`src/rtl/vga_timing_gen_pkg.sv`:
```
// Mode constants for the VGA raster timing generator, plus a helper that
// sums the four segments of a line or frame into its total length.
package vga_timing_pkg;

    localparam int VGA640_H_DISP = 640;
    localparam int VGA640_H_FP   = 16;
    localparam int VGA640_H_SYNC = 96;
    localparam int VGA640_H_BP   = 48;
    localparam int VGA640_V_DISP = 480;
    localparam int VGA640_V_FP   = 10;
    localparam int VGA640_V_SYNC = 2;
    localparam int VGA640_V_BP   = 33;

    localparam int SVGA800_H_DISP = 800;
    localparam int SVGA800_H_FP   = 40;
    localparam int SVGA800_H_SYNC = 128;
    localparam int SVGA800_H_BP   = 88;
    localparam int SVGA800_V_DISP = 600;
    localparam int SVGA800_V_FP   = 1;
    localparam int SVGA800_V_SYNC = 4;
    localparam int SVGA800_V_BP   = 23;

    function automatic int mode_total(input int disp, input int fp, input int sync, input int bp);
        return disp + fp + sync + bp;
    endfunction

endpackage

```
`src/rtl/vga_timing_gen_pixel_tick_div.sv`:
```
// Clock divider producing a one-clk pixel_tick every CLK_DIV enabled cycles;
// restart realigns the phase so the next tick lands CLK_DIV cycles later.
module pixel_tick_div #(
    parameter int CLK_DIV = 4
) (
    input  logic clk,
    input  logic reset,
    input  logic en,
    input  logic restart,
    output logic pixel_tick
);

    localparam int DW = (CLK_DIV > 1) ? $clog2(CLK_DIV) : 1;
    localparam logic [DW-1:0] LAST = DW'(CLK_DIV - 1);

    logic [DW-1:0] div_cnt;

    always_ff @(posedge clk or posedge reset) begin
        if (reset) begin
            div_cnt <= '0;
        end else if (restart) begin
            div_cnt <= '0;
        end else if (en) begin
            div_cnt <= (div_cnt == LAST) ? '0 : div_cnt + 1'b1;
        end
    end

    // Gated by reset so the tick reads low for as long as reset is held.
    assign pixel_tick = en && !reset && (div_cnt == LAST);

endmodule

```
`src/rtl/vga_timing_gen.sv`:
```
// VGA raster timing generator: pixel/line counters with sync, blanking and
// line/frame markers registered from next-state counts, so all stay aligned.
module vga_timing_gen
    import vga_timing_pkg::*;
#(
    parameter int H_DISP  = VGA640_H_DISP,
    parameter int H_FP    = VGA640_H_FP,
    parameter int H_SYNC  = VGA640_H_SYNC,
    parameter int H_BP    = VGA640_H_BP,
    parameter int V_DISP  = VGA640_V_DISP,
    parameter int V_FP    = VGA640_V_FP,
    parameter int V_SYNC  = VGA640_V_SYNC,
    parameter int V_BP    = VGA640_V_BP,
    parameter bit H_POL   = 1'b0,
    parameter bit V_POL   = 1'b0,
    parameter int CLK_DIV = 4,
    parameter int CW      = 10
) (
    input  logic          clk,
    input  logic          reset,
    input  logic          en,
    input  logic          restart,
    output logic          pixel_tick,
    output logic [CW-1:0] pixel_x,
    output logic [CW-1:0] pixel_y,
    output logic          video_on,
    output logic          h_sync,
    output logic          v_sync,
    output logic          line_start,
    output logic          frame_start
);

    localparam int H_TOTAL = mode_total(H_DISP, H_FP, H_SYNC, H_BP);
    localparam int V_TOTAL = mode_total(V_DISP, V_FP, V_SYNC, V_BP);

    localparam logic [CW-1:0] H_LAST    = CW'(H_TOTAL - 1);
    localparam logic [CW-1:0] V_LAST    = CW'(V_TOTAL - 1);
    localparam logic [CW-1:0] H_VIS     = CW'(H_DISP);
    localparam logic [CW-1:0] V_VIS     = CW'(V_DISP);
    localparam logic [CW-1:0] H_SYNC_LO = CW'(H_DISP + H_FP);
    localparam logic [CW-1:0] H_SYNC_HI = CW'(H_DISP + H_FP + H_SYNC - 1);
    localparam logic [CW-1:0] V_SYNC_LO = CW'(V_DISP + V_FP);
    localparam logic [CW-1:0] V_SYNC_HI = CW'(V_DISP + V_FP + V_SYNC - 1);

    logic          tick;
    logic          h_wrap;
    logic          v_wrap;
    logic [CW-1:0] x_nxt;
    logic [CW-1:0] y_nxt;

    pixel_tick_div #(
        .CLK_DIV(CLK_DIV)
    ) u_div (
        .clk       (clk),
        .reset     (reset),
        .en        (en),
        .restart   (restart),
        .pixel_tick(tick)
    );

    assign pixel_tick = tick;
    assign h_wrap     = tick && (pixel_x == H_LAST);
    assign v_wrap     = h_wrap && (pixel_y == V_LAST);

    always_comb begin
        x_nxt = pixel_x;
        y_nxt = pixel_y;
        if (restart) begin
            x_nxt = '0;
            y_nxt = '0;
        end else if (tick) begin
            x_nxt = h_wrap ? '0 : pixel_x + 1'b1;
            if (h_wrap) begin
                y_nxt = v_wrap ? '0 : pixel_y + 1'b1;
            end
        end
    end

    // Decoding from x_nxt/y_nxt keeps sync and blanking on the same edge as the position.
    always_ff @(posedge clk or posedge reset) begin
        if (reset) begin
            pixel_x     <= '0;
            pixel_y     <= '0;
            video_on    <= 1'b1;
            h_sync      <= ~H_POL;
            v_sync      <= ~V_POL;
            line_start  <= 1'b0;
            frame_start <= 1'b0;
        end else if (restart || en) begin
            pixel_x     <= x_nxt;
            pixel_y     <= y_nxt;
            video_on    <= (x_nxt < H_VIS) && (y_nxt < V_VIS);
            h_sync      <= ((x_nxt >= H_SYNC_LO) && (x_nxt <= H_SYNC_HI)) ? H_POL : ~H_POL;
            v_sync      <= ((y_nxt >= V_SYNC_LO) && (y_nxt <= V_SYNC_HI)) ? V_POL : ~V_POL;
            line_start  <= !restart && h_wrap;
            frame_start <= !restart && v_wrap;
        end
    end

endmodule

```
`config.mk`:
```
export PLATFORM = sky130hd
export DESIGN_NAME = vga_timing_gen
export DESIGN_NICKNAME = d
export VERILOG_FILES = /design/src/rtl/vga_timing_gen_pkg.sv /design/src/rtl/vga_timing_gen_pixel_tick_div.sv /design/src/rtl/vga_timing_gen.sv
export SDC_FILE = /design/constraint.sdc
export NUM_CORES = 1
export LEC_CHECK = 0
export ABC_AREA = 0
export BUFFER_PORTS_ARGS = -buffer_cell sky130_fd_sc_hd__buf_4
export CORE_ASPECT_RATIO = 0.75
export CORE_MARGIN = 2
export CORE_UTILIZATION = 58
export DETAILED_ROUTE_END_ITERATION = 16
export MAX_ROUTING_LAYER = met4
export PLACE_DENSITY = 0.88
export SLEW_MARGIN = 25
export SYNTH_ARGS = -nofsm -noshare
export SYNTH_HDL_FRONTEND = slang
export SYNTH_SLANG_ARGS = --single-unit
```
`constraint.sdc`:
```
create_clock -name clk -period 7.9 [get_ports clk]
set_clock_uncertainty 0.05 [all_clocks]
set_input_delay 0.395 -clock clk [delete_from_list [all_inputs] [get_ports clk]]
set_output_delay 0.395 -clock clk [all_outputs]
set_load 0.02 [all_outputs]
```
==> impl_metrics.env, run 1 <==
export IMPL_worst_r2r_path_depth=7
export IMPL_syn_nets=164
export IMPL_synth_area_leaders="dfrtp_1, nor2_1, xnor2_1"
export IMPL_synthFlopType="dfrtp_1"
export IMPL_dp_cells=217
export IMPL_crit_path_end_kind="flip-flop"
export IMPL_tritoncts="done"
export IMPL_postSynth_asyncResetShare_pct=100
export IMPL_post_synth_cell_area_avg_um2=9.63
export IMPL_pre_cts_slack_ns=5.17
export IMPL_p_leak_nw=0.822
export IMPL_synth_edf_count=0
export IMPL_r2r_start="u_div.div_cnt[0]$_DFFE_PP0P_"
export IMPL_syn_inst=156
export IMPL_grt_use_total_pct=28.5
export IMPL_ant_nets=0
export IMPL_core_area_um2=2380
export IMPL_relSlewSlack_pct=61.2
export IMPL_max_cap_viol_count=0
export IMPL_multi_input_area_um2=778
export IMPL_io_buffers=29
export IMPL_cp_num_buf_inv=0
export IMPL_finalWirelength_um=3790
export IMPL_synth_cell_types=44
export IMPL_post_cts_buffers=0
export IMPL_hold_violations=0
export IMPL_gr_total_overflow=0
export IMPL_cp_start_kind="flip-flop"
export IMPL_final_cell_mix="buf_4, nor2_1, dfrtp_1, nand3_1"
export IMPL_synth_top_area_cell="dfrtp_1"
export IMPL_peakVddDrop_mv=0.128
export IMPL_r2r_setup_slack_ns=5.06
export IMPL_crit_arrival_ns=3.06
export IMPL_grt_max_degree=28
export IMPL_first_pass_iters=4
export IMPL_seq_area_frac_synth_pct=45.2
export IMPL_hold_class="in -> async"
export IMPL_cts_made_buffers=3
export IMPL_drive_above_1_share_pct=25.1
export IMPL_num_nets_final=196
export IMPL_path_class="reg -> reg"
export IMPL_synth_top_area_share_pct=40.0
export IMPL_ctsHoldBuffers=0
export IMPL_place_congestion=0.898
export IMPL_whs_ns=0.0731
export IMPL_cts_resized=0
export IMPL_io_pins=30
export IMPL_cpMaxStageDelayCell="or4_1"
export IMPL_grt_pass1_vias=1205
export IMPL_antenna_cells=0
export IMPL_n_fill_cell=193
export IMPL_post_route_period_util_pct=36.0
export IMPL_status="completed"
export IMPL_rsz0062_at_grt="no"
export IMPL_worstPathMaxFanout=7
export IMPL_cts_sinks=27
export IMPL_path_delay_family="simple AND/OR/NAND/NOR gates"
export IMPL_clkPwrFrac_pct=28.9
export IMPL_yosys_warnings=0
export IMPL_cts_max_path_buffers=2
export IMPL_wl_per_cell_um=17.2
export IMPL_dieArea_um2=3020
export IMPL_p_sw_share_pct=24.3
export IMPL_start_util_pct=63.0
export IMPL_setup_ws_ns=5.06
export IMPL_min_period_ns=2.84
export IMPL_grt_pass1_wl_um=6130
export IMPL_fmax_mhz=352
export IMPL_dpl_hpwl_um=2810
export IMPL_setup_tns_ns=0
export IMPL_vias=1340
export IMPL_instances_no_fill=221
export IMPL_critical_path_required_ns=8.12
export IMPL_clk_latency_ns=0.33
export IMPL_path_cells="ha_1 -> nand3b_1 -> or3_1 -> a311oi_1 -> a21oi_1 -> or4_1 -> a31oi_1"
export IMPL_final_common_cell="buf_4"
export IMPL_cts_max_level=1
export IMPL_setup_viol=0
export IMPL_switchingPower_uw=52.3
export IMPL_power_density_nw_per_um2=121
export IMPL_crit_path_max_incr_delay_ns=0.55
export IMPL_seq_area_um2=679
export IMPL_synth_seq_cells=27
export IMPL_fp_dieH_um=48.1
export IMPL_rows=15
export IMPL_cts_root_buf="clkbuf_4"
export IMPL_die_w_um=62.8
export IMPL_combinationalPowerShare_pct=6.0
export IMPL_vias_per_cell=6.06
export IMPL_intPower_uw=163
export IMPL_drt_iter0_drc=198
export IMPL_drt_drc_violations_left=0
export IMPL_timing_rr_end="h_sync$_DFFE_PP1P_"
export IMPL_drv_slew=0
export IMPL_area_growth_synth_to_final_pct=18.6
export IMPL_clk_pin_slew_worst_paths_ns=0.15
export IMPL_antenna_found_initial=0
export IMPL_syn_area_um2=1500
export IMPL_pwr_share_seq_pct=65.1
export IMPL_worst_pin_slew_ns=0.581
[logic make-up (layout without fill, tap and decap cells)]
family | Yosys count | in the layout | share of synthesized area (%)
XOR/XNOR | 15 | 15 | 8.74
flip-flops | 27 | 27 | 45.2
buffers and inverters | 10 | 41 | 3.00
AND/OR/NAND/NOR | 81 | 81 | 31.4
multiplexers | 1 | 1 | 0.666
AO/OA/AOI/OAI | 18 | 18 | 7.66
adder cells (fa/ha/maj) | 4 | 4 | 3.33
[state kept, by name, summed over array words and instances (netlist names)]
register,flops
u_div.div_cnt,2
pixel_y,10
h_sync,1
v_sync,1
video_on,1
pixel_x,10
frame_start,1
line_start,1
[worst reg2reg max path, cell delays in order, from the launching register on]
cell	delay, ns
dfrtp_1	0.41
ha_1	0.28
nand3b_1	0.29
or3_1	0.51
a311oi_1	0.36
a21oi_1	0.13
or4_1	0.55
a31oi_1	0.20
[area by class of cell]
class	instances	share of cell area (%)
clock buffers	3	1.26
clock inverters	1	0.421
inverters	7	1.47
multi-input cells	119	43.7
flip-flops and latches	27	38.1
well taps	34	2.39
repair buffers	30	12.6
[per-layer routing]
metal / part of all wire, % / wire (µm) / global-route usage (%)
met1: 43 / 1650 / 37.9
met2: 47 / 1790 / 44.9
met3: 8.6 / 326 / 6.82
met4: 0.82 / 31 / 7.11
met5: 0 / 0 / -
[power by group through the flow]
stage / Clock, mW / Combinational [mW] / Sequential (mW)
4_1_cts: 0.0641 / 0.0128 / 0.140
6_report: 0.0622 / 0.0129 / 0.140
5_1_grt: 0.0683 / 0.0146 / 0.140
2_1_floorplan: 0 / 0.00750 / 0.143
3_3_place_gp: 0 / 0.0124 / 0.143
3_5_place_dp: 0 / 0.0127 / 0.143
[synthesized netlist by cell type, types with 2 or more instances]
library cell  instances
xnor2_1              10
dfrtp_1              24
a31oi_1               2
ha_1                  4
nand2_1              10
nor3_1                4
a21o_1                2
clkbuf_1              2
dfstp_2               3
nand4_1               7
xor2_1                5
inv_1                 7
nand3_1              11
a21oi_1               8
nor4_1                4
or4_1                 2
nor2_1               24
[metrics by stage]
| stage | power, mW | instance area [µm²] | utilization [%] |
|---|---|---|---|
| after global routing | 0.223 | 1780 | 74.8 |
| after global placement | 0.155 | 1750 | 73.5 |
| final | 0.215 | 1780 | 74.8 |
| after CTS | 0.217 | 1780 | 74.8 |
| after detailed placement | 0.156 | 1750 | 73.5 |
| after floorplan | 0.151 | 1500 | - |
[worst max path at each step]
stage | from | endpoint | slack, ns | cells past startpoint
2_1_floorplan | pixel_x[5]$_DFFE_PP0P_ | v_sync$_DFFE_PP1P_ | 5.23 | 7
5_1_grt | u_div.div_cnt[0]$_DFFE_PP0P_ | h_sync$_DFFE_PP1P_ | 4.96 | 7
4_1_cts | u_div.div_cnt[0]$_DFFE_PP0P_ | h_sync$_DFFE_PP1P_ | 5.12 | 7
6_report | u_div.div_cnt[0]$_DFFE_PP0P_ | h_sync$_DFFE_PP1P_ | 5.06 | 7
3_5_place_dp | u_div.div_cnt[0]$_DFFE_PP0P_ | h_sync$_DFFE_PP1P_ | 5.17 | 7
3_3_place_gp | pixel_x[5]$_DFFE_PP0P_ | v_sync$_DFFE_PP1P_ | 5.27 | 6
No activity file was read; power rests on OpenSTA's default activity.
==> run 2, diff against run 1 <==
ABC_AREA = 1   (was 0)
CORE_UTILIZATION = 50   (was 58)
PLACE_DENSITY = 0.8   (was 0.88)
clock period = 2.6 ns   (was 7.9 ns; I/O delays follow)
==> impl_metrics.env, run 2 <==
export IMPL_status="completed"
export IMPL_post_route_period_util_pct=75.5
export IMPL_crit_cells=12
export IMPL_crit_arrival_ns=2.13
export IMPL_crit_path_end_kind="flip-flop"
export IMPL_crit_path_max_incr_delay_ns=0.41
export IMPL_cts_max_level=1
export IMPL_drv_slew=0
export IMPL_cp_start_kind="flip-flop"
export IMPL_fp_dieH_um=55.8
export IMPL_cp_num_buf_inv=1
export IMPL_cts_sinks=27
export IMPL_synthFlopType="dfrtp_1"
export IMPL_timing_rr_end="v_sync$_DFFE_PP1P_"
export IMPL_relSlewSlack_pct=66.9
export IMPL_post_cts_buffers=0
export IMPL_hold_end="pixel_y[1]$_DFFE_PP0P_"
export IMPL_cts_root_buf="clkbuf_8"
export IMPL_wl_per_cell_um=13.1
export IMPL_p_leak_nw=1.13
export IMPL_clk_pin_slew_worst_paths_ns=0.10
export IMPL_ant_nets=0
export IMPL_pre_cts_slack_ns=0.668
export IMPL_setup_tns_ns=0
export IMPL_yosys_warnings=0
export IMPL_synth_top_area_share_pct=33.5
export IMPL_postSynth_asyncResetShare_pct=100
export IMPL_drive_above_1_share_pct=19.2
export IMPL_io_pins=30
export IMPL_die_w_um=73.1
export IMPL_hold_class="in -> reg"
export IMPL_first_pass_iters=4
export IMPL_grt_pass1_wl_um=7330
export IMPL_drt_iter0_drc=203
export IMPL_cts_max_path_buffers=2
export IMPL_cpMaxStageDelayCell="dfrtp_1"
export IMPL_vias_per_cell=5.47
export IMPL_grt_max_degree=28
export IMPL_ctsHoldBuffers=1
export IMPL_path_cells="ha_1 -> inv_1 -> nor2_2 -> nand2_4 -> nor2_8 -> nand2_1 -> nand2_1 -> nand3_2 -> nor2_1 -> nand2_1 -> nor2_1 -> a21oi_1"
export IMPL_n_fill_cell=285
export IMPL_rows=18
export IMPL_place_congestion=0.934
export IMPL_area_growth_synth_to_final_pct=17.4
export IMPL_core_area_um2=3360
export IMPL_syn_inst=260
export IMPL_worst_pin_slew_ns=0.494
export IMPL_path_class="reg -> reg"
export IMPL_final_cell_mix="nand2_1, inv_1, nor2_1, buf_4, nand3_1"
export IMPL_clk_latency_ns=0.28
export IMPL_hold_violations=0
export IMPL_cts_made_buffers=3
export IMPL_synth_cell_types=26
export IMPL_num_nets_final=300
export IMPL_tritoncts="done"
export IMPL_syn_nets=268
export IMPL_antenna_found_initial=0
export IMPL_start_util_pct=53.4
export IMPL_power_density_nw_per_um2=345
export IMPL_dpl_hpwl_um=3380
export IMPL_grt_use_total_pct=23.8
export IMPL_worst_r2r_path_depth=12
export IMPL_holdCritStartpoint="restart"
export IMPL_r2r_setup_slack_ns=0.64
export IMPL_seq_area_frac_synth_pct=37.9
export IMPL_io_buffers=29
export IMPL_top_regs="pixel_x (10), pixel_y (10), u_div.div_cnt (2)"
export IMPL_drt_drc_violations_left=0
export IMPL_final_common_cell="nand2_1"
export IMPL_rsz0062_at_grt="no"
export IMPL_synth_area_leaders="dfrtp_1, nand2_1, inv_1"
export IMPL_synth_top_area_cell="dfrtp_1"
export IMPL_max_cap_viol_count=0
export IMPL_r2r_start="pixel_x[1]$_DFFE_PP0P_"
export IMPL_path_delay_family="simple AND/OR/NAND/NOR gates"
export IMPL_min_period_ns=1.96
export IMPL_post_synth_cell_area_avg_um2=6.89
export IMPL_vias=1810
export IMPL_antenna_cells=0
export IMPL_holdPathStages=2
export IMPL_finalWirelength_um=4350
export IMPL_setup_ws_ns=0.638
export IMPL_synth_seq_cells=27
export IMPL_gr_total_overflow=0
export IMPL_fmax_mhz=510
export IMPL_setup_viol=0
export IMPL_peakVddDrop_mv=0.353
export IMPL_cts_resized=0
export IMPL_cpMostUsedCell="nand2_1"
export IMPL_synth_edf_count=0
export IMPL_dieArea_um2=4080
export IMPL_syn_area_um2=1790
export IMPL_worstPathMaxFanout=10
export IMPL_synth_commonest_cells="nand2_1, inv_1, nor2_1"
export IMPL_grt_pass1_vias=1488
export IMPL_critical_path_required_ns=2.77
export IMPL_synth_most_common_cell="nand2_1"
## run 2: cell count changes after synthesis, sizes merged, moves of 6 or more
cell	previous run	this run
nand3	11	29
xnor2	10	0
nor4	6	0
nand2	10	81
nor2	24	41
o21ai	1	13
inv	7	39
## run 2: cell families after synthesis
group | synth area share (%)
AND/OR/NAND/NOR | 41.8
buffers and inverters | 9.50
flip-flops | 37.9
AO/OA/AOI/OAI | 6.98
adder cells (fa/ha/maj) | 2.79
XOR/XNOR | 0.978
## run 2: how the worst max path moves through the flow
stage	end	slack [ns]	from
after floorplan	v_sync$_DFFE_PP1P_	0.79	pixel_x[0]$_DFFE_PP0P_
after global placement	v_sync$_DFFE_PP1P_	0.69	pixel_x[0]$_DFFE_PP0P_
after detailed placement	v_sync$_DFFE_PP1P_	0.67	pixel_x[1]$_DFFE_PP0P_
after CTS	v_sync$_DFFE_PP1P_	0.65	pixel_x[1]$_DFFE_PP0P_
after global routing	v_sync$_DFFE_PP1P_	0.45	pixel_x[0]$_DFFE_PP0P_
final	v_sync$_DFFE_PP1P_	0.64	pixel_x[1]$_DFFE_PP0P_
## run 2: where the power goes
part | switching, mW | total, mW | internal, mW | leakage, nW
Clock | 0.140 | 0.253 | 0.113 | 0.0261
Combinational | 0.0326 | 0.0457 | 0.0131 | 0.735
Sequential | 0.00245 | 0.427 | 0.424 | 0.366
Total | 0.175 | 0.725 | 0.550 | 1.13
## run 2: layout make-up
class	count	area, µm²	area share (%)
inverters	39	146	6.96
clock buffers	3	41.3	1.96
well taps	40	50.0	2.38
flip-flops and latches	27	679	32.3
clock inverters	1	8.76	0.416
repair buffers	31	235	11.2
multi-input cells	190	942	44.8
## run 2: layer usage
metal  routed length (µm)  vias to the layer above  GRT usage (%)  share of wire (%)
li1                     -                      887              -                  -
met1                 2210                      853           38.8                 51
met4                   23                        0           3.97               0.53
met5                    0                        -              -                  0
met2                 1800                       68           29.5                 41
met3                  315                        2           5.43                7.2
## run 2: through the flow
| step | utilization [%] | std cells | area, µm² | power, mW | hold slack (ns) |
|---|---|---|---|---|---|
| after floorplan | - | 260 | 1790 | 0.462 | -0.0148 |
| after global placement | 60.9 | 326 | 2040 | 0.479 | 0.229 |
| after detailed placement | 60.9 | 326 | 2040 | 0.480 | 0.230 |
| after CTS | 62.7 | 331 | 2100 | 0.735 | 0.0418 |
| after global routing | 62.7 | 331 | 2100 | 0.756 | 0.0509 |
| final | 62.7 | 331 | 2100 | 0.725 | 0.0480 |
==> run 3, diff against run 2 <==
clock period = 1.7 ns   (was 2.6 ns; I/O delays follow)
==> impl_metrics.env, run 3 (synthesis results as in run 2) <==
export IMPL_path_class="reg -> reg"
export IMPL_wl_per_cell_um=14.3
export IMPL_crit_path_end_kind="flip-flop"
export IMPL_rsz0062_at_grt="yes"
export IMPL_path_cells="ha_4 -> nand2_4 -> nor2_8 -> nand2_4 -> nor2_8 -> buf_6 -> nor2_4 -> nand2_2 -> nor2_4 -> nand3_2 -> nand2_1 -> nand2_1 -> a21oi_1"
export IMPL_antenna_cells=0
export IMPL_crit_path_max_incr_delay_ns=0.42
export IMPL_peakVddDrop_mv=0.528
export IMPL_rows=18
export IMPL_max_cap_viol_count=0
export IMPL_power_density_nw_per_um2=444
export IMPL_drt_iter0_drc=237
export IMPL_gr_total_overflow=0
export IMPL_pre_cts_slack_ns=-0.127
export IMPL_crit_arrival_ns=1.97
export IMPL_die_w_um=73.1
export IMPL_setup_viol=3
export IMPL_place_congestion=0.925
export IMPL_grt_max_degree=28
export IMPL_dieArea_um2=4080
export IMPL_critical_path_required_ns=1.86
export IMPL_cts_made_buffers=3
export IMPL_cpMaxStageDelayCell="dfrtp_1"
export IMPL_violations="negative setup slack"
export IMPL_drv_slew=0
export IMPL_num_nets_final=342
export IMPL_grt_use_total_pct=26.6
export IMPL_cp_start_kind="flip-flop"
export IMPL_top_regs="pixel_x (10), pixel_y (10), u_div.div_cnt (2)"
export IMPL_final_common_cell="nand2_1"
export IMPL_first_pass_iters=5
export IMPL_relSlewSlack_pct=76.3
export IMPL_min_period_ns=1.81
export IMPL_clk_pin_slew_worst_paths_ns=0.10
export IMPL_hold_class="in -> reg"
export IMPL_drive_above_1_share_pct=37.5
export IMPL_tritoncts="done"
export IMPL_finalWirelength_um=5340
export IMPL_drt_drc_violations_left=0
export IMPL_intPower_uw=855
export IMPL_cts_root_buf="clkbuf_8"
export IMPL_design_area_um2=2570
export IMPL_cts_sinks=27
export IMPL_fp_dieH_um=55.8
export IMPL_cts_max_level=1
export IMPL_fin_util_pct=76.7
export IMPL_post_dp_cell_area_um2=2310
export IMPL_combinationalPowerShare_pct=8.2
export IMPL_clk_latency_ns=0.28
export IMPL_dpl_hpwl_um=3680
export IMPL_switchingPower_uw=288
export IMPL_grt_pass1_wl_um=8210
export IMPL_start_util_pct=53.4
export IMPL_p_leak_nw=1.34
export IMPL_io_buffers=29
export IMPL_fmax_mhz=553
export IMPL_vias=1974
export IMPL_grt_pass1_vias=1755
export IMPL_worst_pin_slew_ns=0.356
export IMPL_io_pins=30
export IMPL_cts_max_path_buffers=2
export IMPL_status="complete, but fails checks"
export IMPL_core_area_um2=3360
export IMPL_hold_violations=0
export IMPL_clkPwrFrac_pct=34.6
export IMPL_ant_nets=0
export IMPL_pwr_share_seq_pct=57.3
export IMPL_setup_ws_ns=-0.110
export IMPL_p_sw_share_pct=25.2
export IMPL_vias_per_cell=5.29
export IMPL_worstPathMaxFanout=5
export IMPL_area_growth_synth_to_final_pct=43.6
export IMPL_post_route_period_util_pct=106
export IMPL_antenna_found_initial=0
export IMPL_final_cell_mix="nand2_1, buf_4, inv_1, nor2_1, nand3_1"
run 3: final cells by class:
cell class              count  area [µm²]
multi-input cells         191        1090
fillers                   254         783
flip-flops and latches     27         684
repair buffers             72         547
inverters                  39         146
well taps                  40        50.0
clock buffers               3        41.3
clock inverters             1        8.76
run 3: worst max-delay path: cells and delay by family, from the launching register on:
family	cells	cell delay, ns
adder cells (fa/ha/maj)	1	0.19
AO/OA/AOI/OAI	1	0.13
AND/OR/NAND/NOR	10	0.83
buffers and inverters	1	0.12
flip-flops	1	0.42
run 3: timing repair:
item                                   CTS  global route
setup endpoints to repair                3             8
buffers inserted                         2             5
endpoints found under the hold margin   24             0
hold buffers                             1             0
resized for setup                       18            21
pin swaps                                8             7
cloned                                   1             0
run 3: per-stage QoR:
step	instances	TNS (ns)	power (mW)	hold WS, ns
3_5_place_dp	360	-0.316	0.744	0.182
6_report	373	-0.284	1.14	0.0241
4_1_cts	368	-0.0859	1.15	0.0106
5_1_grt	373	-0.590	1.19	0.0252
3_3_place_gp	360	-0.230	0.743	0.181
2_1_floorplan	260	0	0.708	-0.0599
run 3: power groups by stage:
stage / Clock (mW) / Combinational [mW] / Sequential (mW)
after global placement: 0 / 0.0790 / 0.664
after CTS: 0.410 / 0.0874 / 0.654
after detailed placement: 0 / 0.0794 / 0.664
after global routing: 0.432 / 0.103 / 0.655
final: 0.395 / 0.0936 / 0.654
after floorplan: 0 / 0.0406 / 0.667
run 3: final timing paths:
| kind | startpoint | endpoint | slack (ns) | cells past startpoint |
|---|---|---|---|---|
| setup / recovery | u_div.div_cnt[1]$_DFFE_PP0P_ | h_sync$_DFFE_PP1P_ | -0.11 | 13 |
| hold / removal | restart | pixel_x[0]$_DFFE_PP0P_ | 0.02 | 2 |
| setup reg to reg | u_div.div_cnt[1]$_DFFE_PP0P_ | h_sync$_DFFE_PP1P_ | -0.11 | 13 |
| hold reg to reg | video_on$_DFFE_PP1P_ | video_on$_DFFE_PP1P_ | 0.43 | 2 |
| max in group asynchronous | reset | video_on$_DFFE_PP1P_ | 0.82 | 4 |
| min in group asynchronous | reset | line_start$_DFFE_PP0P_ | 0.47 | 4 |
run 3: routing by layer:
metal	track usage (%)	part of all wire, %
met5	-	0
met4	4.50	0.34
met3	5.07	6.0
met2	39.0	46
met1	38.6	47
